[config.mk]
export PLATFORM = sky130hd
export DESIGN_NAME = uart_word_link_flat
export DESIGN_NICKNAME = d
export VERILOG_FILES = /design/src/rtl/uart_link_pkg.sv /design/src/rtl/uart_word_link_if.sv /design/src/rtl/uart_bit_timer.sv /design/src/rtl/uart_word_link.sv /design/src/flat_wrapper.sv
export SDC_FILE = /design/constraint.sdc
export NUM_CORES = 1
export LEC_CHECK = 0
export ABC_AREA = 1
export BUFFER_PORTS_ARGS = -buffer_cell sky130_fd_sc_hd__buf_2
export CAP_MARGIN = 5
export CORE_MARGIN = 5
export CORE_UTILIZATION = 43
export DETAILED_ROUTE_END_ITERATION = 16
export PLACE_DENSITY = 0.75
export SLEW_MARGIN = 10
export SYNTH_ARGS = -nofsm -noshare
export SYNTH_HDL_FRONTEND = slang
export SYNTH_HIERARCHICAL = 1
export SYNTH_SLANG_ARGS = --single-unit
[constraint.sdc]
create_clock -name clock -period 2.25 [get_ports clock]
set_input_delay 0.225 -clock clock [delete_from_list [all_inputs] [get_ports clock]]
set_output_delay 0.225 -clock clock [all_outputs]
set_load 0.03 [all_outputs]
[src/rtl/uart_link_pkg.sv]
// Shared command codes, state encoding and framing constants for the
// UART word link.
package uart_link_pkg;

  localparam logic [2:0] CMD_IDLE  = 3'b000;
  localparam logic [2:0] CMD_SEND  = 3'b001;
  localparam logic [2:0] CMD_RECV  = 3'b010;
  localparam logic [2:0] CMD_ABORT = 3'b111;

  localparam int FRAME_BITS     = 10;
  localparam int BYTES_PER_WORD = 4;

  typedef enum logic [2:0] {
    IDLE,
    TX_BYTE,
    RX_WAIT,
    RX_BYTE,
    DONE
  } link_state_e;

endpackage

[src/rtl/uart_word_link_if.sv]
// Core-side command/data bundle of the UART word link; the core is the
// master, the link stage is the slave.
interface uart_word_link_if;

  logic [2:0]  uartc;
  logic [31:0] uart_out;
  logic [31:0] uart_in;
  logic        wb_flag;
  logic        busy;
  logic        frame_err;

  modport master (
    output uartc, uart_out,
    input  uart_in, wb_flag, busy, frame_err
  );

  modport slave (
    input  uartc, uart_out,
    output uart_in, wb_flag, busy, frame_err
  );

endinterface

[src/rtl/uart_bit_timer.sv]
// Free-running bit-period counter with restart; flags the half-period and
// last-cycle points of every bit.
module uart_bit_timer #(
  parameter int CLKS_PER_BIT = 434
) (
  input  logic clock,
  input  logic reset,
  input  logic restart,
  output logic half_tick,
  output logic full_tick
);

  localparam int CW = $clog2(CLKS_PER_BIT);
  localparam logic [CW-1:0] LAST = CW'(CLKS_PER_BIT - 1);
  localparam logic [CW-1:0] HALF = CW'(CLKS_PER_BIT / 2 - 1);

  logic [CW-1:0] cnt;

  always_ff @(posedge clock or negedge reset) begin
    if (!reset) begin
      cnt <= '0;
    end else if (restart || cnt == LAST) begin
      cnt <= '0;
    end else begin
      cnt <= cnt + 1'b1;
    end
  end

  assign full_tick = (cnt == LAST);
  assign half_tick = (cnt == HALF);

endmodule

[src/rtl/uart_word_link.sv]
// Executes the core's UART command: send or receive one 32-bit word as four
// 8N1 bytes (LSB first), or abort; completion is held on wb_flag.
module uart_word_link
  import uart_link_pkg::*;
#(
  parameter int CLKS_PER_BIT = 434
) (
  input  logic clock,
  input  logic reset,
  input  logic rx,
  output logic tx,
  uart_word_link_if.slave core
);

  localparam logic [3:0] LAST_BIT  = 4'(FRAME_BITS - 1);
  localparam logic [3:0] STOP_BIT  = 4'(FRAME_BITS - 2);
  localparam logic [1:0] LAST_BYTE = 2'(BYTES_PER_WORD - 1);

  link_state_e state;
  logic [2:0]  cmd;
  logic [31:0] tx_shift;
  logic [7:0]  rx_byte;
  logic [3:0]  bit_idx;
  logic [1:0]  byte_cnt;
  logic [31:0] uart_in_q;
  logic        wb_q;
  logic        busy_q;
  logic        ferr_q;

  logic rx_meta;
  logic rx_sync;
  logic rx_prev;
  logic rx_fall;

  logic tx_restart;
  logic tx_tick;
  logic tx_half_unused;
  logic rx_restart;
  logic rx_half;
  logic rx_full;

  assign cmd = core.uartc;

  // rx is asynchronous: two flops for metastability, a third for edge detect
  always_ff @(posedge clock or negedge reset) begin
    if (!reset) begin
      rx_meta <= 1'b1;
      rx_sync <= 1'b1;
      rx_prev <= 1'b1;
    end else begin
      rx_meta <= rx;
      rx_sync <= rx_meta;
      rx_prev <= rx_sync;
    end
  end

  assign rx_fall = rx_prev & ~rx_sync;

  assign tx_restart = (state == IDLE) && (cmd == CMD_SEND);
  // The RX timer restarts on the start edge and again at mid start bit, so
  // every later full tick lands in the middle of a data or stop bit.
  assign rx_restart = ((state == RX_WAIT) && rx_fall) ||
                      ((state == RX_BYTE) && (bit_idx == 4'd0) && rx_half && !rx_sync);

  uart_bit_timer #(.CLKS_PER_BIT(CLKS_PER_BIT)) u_tx_timer (
    .clock     (clock),
    .reset     (reset),
    .restart   (tx_restart),
    .half_tick (tx_half_unused),
    .full_tick (tx_tick)
  );

  uart_bit_timer #(.CLKS_PER_BIT(CLKS_PER_BIT)) u_rx_timer (
    .clock     (clock),
    .reset     (reset),
    .restart   (rx_restart),
    .half_tick (rx_half),
    .full_tick (rx_full)
  );

  always_ff @(posedge clock or negedge reset) begin
    if (!reset) begin
      state     <= IDLE;
      tx        <= 1'b1;
      tx_shift  <= '0;
      rx_byte   <= '0;
      bit_idx   <= '0;
      byte_cnt  <= '0;
      uart_in_q <= '0;
      wb_q      <= 1'b0;
      busy_q    <= 1'b0;
      ferr_q    <= 1'b0;
    end else begin
      case (state)
        IDLE: begin
          case (cmd)
            CMD_SEND: begin
              tx_shift <= core.uart_out;
              byte_cnt <= '0;
              bit_idx  <= '0;
              tx       <= 1'b0;
              busy_q   <= 1'b1;
              state    <= TX_BYTE;
            end
            CMD_RECV: begin
              ferr_q   <= 1'b0;
              byte_cnt <= '0;
              bit_idx  <= '0;
              busy_q   <= 1'b1;
              state    <= RX_WAIT;
            end
            CMD_ABORT: state <= DONE;
            default: ;
          endcase
        end

        // bit_idx names the bit currently on the line: 0 start, 1..8 data, 9 stop
        TX_BYTE: begin
          if (cmd == CMD_ABORT) begin
            tx     <= 1'b1;
            busy_q <= 1'b0;
            state  <= DONE;
          end else if (tx_tick) begin
            if (bit_idx == LAST_BIT) begin
              if (byte_cnt == LAST_BYTE) begin
                busy_q <= 1'b0;
                state  <= DONE;
              end else begin
                byte_cnt <= byte_cnt + 2'd1;
                bit_idx  <= '0;
                tx       <= 1'b0;
              end
            end else if (bit_idx == STOP_BIT) begin
              tx      <= 1'b1;
              bit_idx <= bit_idx + 4'd1;
            end else begin
              tx       <= tx_shift[0];
              tx_shift <= tx_shift >> 1;
              bit_idx  <= bit_idx + 4'd1;
            end
          end
        end

        RX_WAIT: begin
          if (cmd == CMD_ABORT) begin
            busy_q <= 1'b0;
            state  <= DONE;
          end else if (rx_fall) begin
            bit_idx <= '0;
            state   <= RX_BYTE;
          end
        end

        RX_BYTE: begin
          if (cmd == CMD_ABORT) begin
            busy_q <= 1'b0;
            state  <= DONE;
          end else if (bit_idx == 4'd0) begin
            if (rx_half) begin
              if (rx_sync) begin
                state <= RX_WAIT;
              end else begin
                bit_idx <= 4'd1;
              end
            end
          end else if (rx_full) begin
            if (bit_idx == LAST_BIT) begin
              // A bad stop bit is flagged but the byte is kept.
              uart_in_q[{byte_cnt, 3'b000} +: 8] <= rx_byte;
              if (!rx_sync) begin
                ferr_q <= 1'b1;
              end
              if (byte_cnt == LAST_BYTE) begin
                busy_q <= 1'b0;
                state  <= DONE;
              end else begin
                byte_cnt <= byte_cnt + 2'd1;
                state    <= RX_WAIT;
              end
            end else begin
              rx_byte <= {rx_sync, rx_byte[7:1]};
              bit_idx <= bit_idx + 4'd1;
            end
          end
        end

        // wb_flag rises one cycle after entry and holds until the core idles
        DONE: begin
          tx <= 1'b1;
          if (!wb_q) begin
            wb_q <= 1'b1;
          end else if (cmd == CMD_IDLE) begin
            wb_q  <= 1'b0;
            state <= IDLE;
          end
        end

        default: state <= IDLE;
      endcase
    end
  end

  assign core.uart_in   = uart_in_q;
  assign core.wb_flag   = wb_q;
  assign core.busy      = busy_q;
  assign core.frame_err = ferr_q;

endmodule

[src/flat_wrapper.sv]
// flat-port wrapper written by rule: the top's interface ports become plain ports
module uart_word_link_flat import uart_link_pkg::*;
#(
  parameter int CLKS_PER_BIT = 434
)
  (clock, reset, rx, tx, core_uartc, core_uart_out, core_uart_in, core_wb_flag, core_busy, core_frame_err);
  uart_word_link_if core_i ();
  input  logic clock;
  input  logic reset;
  input  logic rx;
  output logic tx;
  input wire logic [$bits(core_i.uartc)-1:0] core_uartc;
  input wire logic [$bits(core_i.uart_out)-1:0] core_uart_out;
  output wire logic [$bits(core_i.uart_in)-1:0] core_uart_in;
  output wire logic [$bits(core_i.wb_flag)-1:0] core_wb_flag;
  output wire logic [$bits(core_i.busy)-1:0] core_busy;
  output wire logic [$bits(core_i.frame_err)-1:0] core_frame_err;
  assign core_i.uartc = core_uartc;
  assign core_i.uart_out = core_uart_out;
  assign core_uart_in = core_i.uart_in;
  assign core_wb_flag = core_i.wb_flag;
  assign core_busy = core_i.busy;
  assign core_frame_err = core_i.frame_err;
  uart_word_link #(.CLKS_PER_BIT(CLKS_PER_BIT)) u_core (.clock(clock), .reset(reset), .rx(rx), .tx(tx), .core(core_i));
endmodule
Word level (Yosys, flattened, before mapping)
Cells that the tools add are included.
- shift operators: 2
- $add $sub $neg: 5
- bitwise operators: 5
- reductions and logical operators: 27
- eq/ne operators: 47
- mux-type cells: 75
- operators by type and width (operator ; count):
    $mux W32 ; 5
    $pmux W32 S2 ; 1
    $mux W4 ; 13
    $mux W3 ; 15
    $bwmux W32 ; 1
    $shift A8 B7 Y32 const A ; 1
    $shiftx A8 B7 Y32 ; 1
    $ne A2 B2 Y1 const B ; 12
    $mux W1 ; 23
    $add A9 B1 Y9 const B ; 2
    $eq A9 B9 Y1 const B ; 2
    $mux W9 ; 2
    $mux W2 ; 8
    $ne A4 B3 Y1 const B ; 4
    $pmux W4 S4 ; 1
    $pmux W3 S5 ; 1
    $reduce_and A7 Y1 ; 2
    $ne A3 B2 Y1 const B ; 4
    $ne A3 B3 Y1 const B ; 4
    $reduce_and A12 Y1 ; 1
    $reduce_and A6 Y1 ; 2
    $reduce_and A11 Y1 ; 1
    $ne A2 B1 Y1 const B ; 5
    $reduce_and A5 Y1 ; 2
    28 further kinds ; 48
- word-level logic and storage cells: 176
- output and inout bits: 36
- input bits: 38
- bits in registers: 106

Logic depth before layout (Yosys ltp)
- depth in word-level cells: 7
- depth in mapped cells: 13
- depth with buffers taken out: 13

Hierarchy
Netlist, hierarchy kept.
- by module, submodules not included (module ; instances ; cells an instance ; area an instance (sq um)):
    uart_word_link ; 1 ; 528 ; 4526.8
    uart_bit_timer ; 2 ; 69 ; 520.5

Worst setup path after synthesis
OpenSTA, ideal clock, no wires.
- path type: reg-to-reg
- from: register u_core.byte_cnt[0]
- to: register u_core.uart_in_q[31], in the netlist u_core/core.uart_in[31]
- stages on the path, launching flop included: 8
- slack: 136 ps
- data arrival time: 2037 ps
- clock period less this slack: 2114 ps
- path through: dfrtp_1 inv_1 clkbuf_1 ha_1 clkbuf_1 nor3_1 nand2_1 a21oi_1
- word-level cells in the longest chain between the ends: 3
- ends and longest elaborated chain (element ; RTL line ; text):
    start: declaration ; uart_word_link.sv:24 ; logic [1:0] byte_cnt;
    start signal: assignment ; uart_word_link.sv:129 ; byte_cnt <= byte_cnt + 2'd1;
    start signal: assignment ; uart_word_link.sv:177 ; byte_cnt <= byte_cnt + 2'd1;
    $neg A5 Y7 (*) ; uart_word_link.sv:169 ; uart_in_q[{byte_cnt, 3'b000} +: 8] <= rx_byte;
    $shiftx A8 B7 Y32 or $shift A8 B7 Y32 (tied branches) ; uart_word_link.sv:169 ;
    $bwmux W32 (*) ; uart_word_link.sv:169 ;
    end signal: indexed assignment ; uart_word_link.sv:169 ;
    end: declaration ; uart_word_link.sv:25 ; logic [31:0] uart_in_q;
Every way passes the cells marked *; elsewhere a longest branch is shown, timed or not.
A chain may end at the register's enable or synchronous reset.

Worst setup path in the final report
- from: register u_core.u_rx_timer.cnt[1]
- to: register u_core.uart_in_q[18], in the netlist u_core/core.uart_in[18]
- word-level cells in the longest chain between the ends: 2
- ends and longest elaborated chain (element ; RTL line ; text):
    start: declaration ; uart_bit_timer.sv:17 ; logic [CW-1:0] cnt;
    start signal: assignment ; uart_bit_timer.sv:25 ; cnt <= cnt + 1'b1;
    $eq A9 B9 Y1 ; uart_bit_timer.sv:29 ; assign full_tick = (cnt == LAST);
    named net u_core.rx_full ; uart_word_link.sv:40 ; logic rx_full;
    $reduce_and A5 Y1 (no source line) ; -- ;
The timed path passes the listed nets, and every way through them passes these cells.

==> summary.md <==
| Metric | Value |
|---|---|
| Vias in the first global route | `4387` |
| Crit-path cells | `inv_1 -> ha_1 -> nand2_1 -> nor2_1 -> nand2_2 -> inv_2 -> inv_1 -> nor2_2 -> nand3_4 -> buf_12 -> nor2_4 -> buf_12 -> nor2_1 -> a21oi_1` |
| Worst Setup End Kind | `register` |
| Clk_skew | `0.008151 ns` |
| WP data required | `2.53 ns` |
| CP delay by family, top | `simple AND/OR/NAND/NOR gates` |
| CP arrival | `2.26 ns` |
| Worst-case clock buffer depth | `2` |
| Worst Path Buf+Inv | `5` |
| Die W | `123.7 um` |
| IR Drop Worst-Case VDD | `0.0006964 V` |
| Net Switching | `2.802 mW` |
| Port bufs | `73` |
| Wire per inst | `13.11 um` |
| Setup violators final | `0` |
| Max-slew violations | `0` |
| IO Pins | `74` |
| Slowest CP cell | `dfrtp_1` |
| Post-synthesis cell area | `5557 sq um` |
| CP peak stage delay | `0.40 ns` |
| Setup_tns | `0 ns` |
| Fmax | `0.5047 GHz` |
| Leakage | `3.293 nW` |
| Combinational Power Share | `39.6%` |
| Pwr Density | `1083 nW/um^2` |
| Worst setup SP type | `register` |
| Synth warnings | `6` |
| Share of layout cells above drive strength 1 | `18.11%` |
| Switching Share | `39.90%` |
| Post-DP Area | `6106 sq um` |
| Power share of the sequential group | `39.3%` |
| Core ar. | `12620 sq um` |
| Antenna Nets Post-Route | `0` |
| CTS Sinks | `106` |
| Tmin final | `1.981 ns` |
| Final critical-path share of the clock period | `88.06%` |
| 1st-pass router iterations | `7` |
| Initial Utilization | `44.03%` |
| Crit path kind | `register to register` |
| DR iter-0 viols | `366` |
| Status | `complete, no violations` |
| Antenna violations before repair | `0` |
| Chip height | `123.7 um` |
| First-pass GRT wire length | `20.44 mm` |
| Final Hold Fails | `0` |
| Gr usage total | `16.79%` |
| Cell count after synthesis | `664` |
| Slew HR | `63.76%` |
| H-tree levels | `3` |
| Mapped Nets | `716` |
| MaxCap Viol Count | `0` |
| Grt total ovfl | `0` |
| Worst min path class | `primary input to register` |
| RSZ-0062 raised after global routing | `false` |
| Worst Tran Pin Value | `0.5419 ns` |
| Clk_lat worst skew | `0.35 ns` |
| Ant. Diodes | `0` |
| DRC viols | `0` |
| CP max FO | `19` |
| Pin count of the biggest net entering global routing | `65` |
| Fin nets | `798` |
| Cell Int Power | `4.221 mW` |
| Avg Cell Area, Syn | `8.368 sq um` |
| Vias | `4587` |
| Full die area | `15300 sq um` |
| CTS tree | `done` |
| Number of vias per cell | `4.970` |
| CTS Root Cell | `clkbuf_16` |
| Area grow syn2layout | `16.71%` |
| Clock share of power | `21.1%` |
| Hpwl dp | `8.638 mm` |
| Fin area | `6485 sq um` |
| Final Wtd Congestion | `0.9122` |
| Clock transition at path regs | `0.07 ns` |
| Post-Route WL | `12.10 mm` |
| Std-Cell Rows | `41` |
| Cts bufs inserted | `9` |
==> worst min-delay path, stage by stage <==
cell and delay, ns:
buf_2 0.09, nand2_1 0.05, o21ai_0 0.08
==> sequential cells by signal, indices dropped and copies added (netlist names), 2 cells and up <==
| register | count |
|---|---|
| u_core/bit_idx | 4 |
| u_core/core.uart_in | 32 |
| u_core/state | 3 |
| u_core/byte_cnt | 2 |
| u_core/tx_shift | 32 |
| u_core/u_tx_timer/cnt | 9 |
| u_core/rx_byte | 8 |
| u_core/u_rx_timer/cnt | 9 |
==> path summary, 6_finish.rpt <==
path | end | from | slack, ns | cells past startpoint
worst max-delay path | u_core/core.uart_in[18] | u_core/u_rx_timer/cnt[1] | 0.27 | 14
min in group asynchronous | u_core/core.busy | reset | 0.40 | 2
worst max register to register | u_core/core.uart_in[18] | u_core/u_rx_timer/cnt[1] | 0.27 | 14
max in group asynchronous | u_core/rx_meta | reset | 1.11 | 3
worst min-delay path | u_core/tx_shift[31] | core_uart_out[31] | 0.15 | 3
worst min register to register | u_core/rx_sync | u_core/rx_meta | 0.36 | 0
==> cell usage in the layout (no fill, tap or decap), types with 4 or more instances in the layout <==
cell       count
nor3_1         7
o21ai_1        9
inv_1         51
nor2_1        71
dfrtp_1      102
buf_2         72
ha_1          14
clkbuf_16      9
mux2i_1       31
xor2_1         5
inv_2          4
nand2_1      169
nor2_4         7
a21oi_1       28
o21ai_0       57
nor2_2         5
buf_4          9
nand3_1       50
nand4_1       12
buf_12         6
dfstp_2        4
==> cell type report <==
type                    instances  area (sq um)
well taps                     172         215.2
repair buffers                 89         568.0
clock inverters                 5         38.79
clock buffers                  11         242.7
fillers                      1224          6135
multi-input cells             485          2556
inverters                      55         206.4
flip-flops and latches        106          2658
==> per-stage QoR <==
stage / std cells / total power, mW / hold WS, ns / setup slack (ns) / utilization (%)
2_1_floorplan: 664 / 4.997 / -0.07059 / 0.1358 / -
3_3_place_gp: 902 / 5.501 / 0.2522 / 0.2081 / 48.38
3_5_place_dp: 902 / 5.560 / 0.2540 / 0.1095 / 48.38
4_1_cts: 920 / 7.086 / 0.1247 / 0.08145 / 50.77
5_1_grt: 923 / 7.636 / 0.1445 / 0.02558 / 51.39
6_report: 923 / 7.023 / 0.1452 / 0.2687 / 51.39
==> power by group through the flow <==
stage / Combinational [mW] / Sequential (mW) / Clock (mW)
after floorplan: 2.27 / 2.73 / 0
after global placement: 2.72 / 2.78 / 0
after detailed placement: 2.78 / 2.78 / 0
after CTS: 2.78 / 2.76 / 1.54
after global routing: 3.18 / 2.83 / 1.62
final: 2.78 / 2.76 / 1.48
==> layer usage <==
layer	track usage [%]	part of all wire (%)
met3	5.132	6.4
met4	5.536	1.8
met1	21.92	44
met5	0	0
met2	26.63	47
==> what timing repair did <==
action	CTS	global route
hold buffers	2	0
setup buffers	0	3
setup endpoints to repair	0	38
endpoints found under the hold margin	36	0
gates resized for setup	0	6
(Power assumes the default switching activity.)
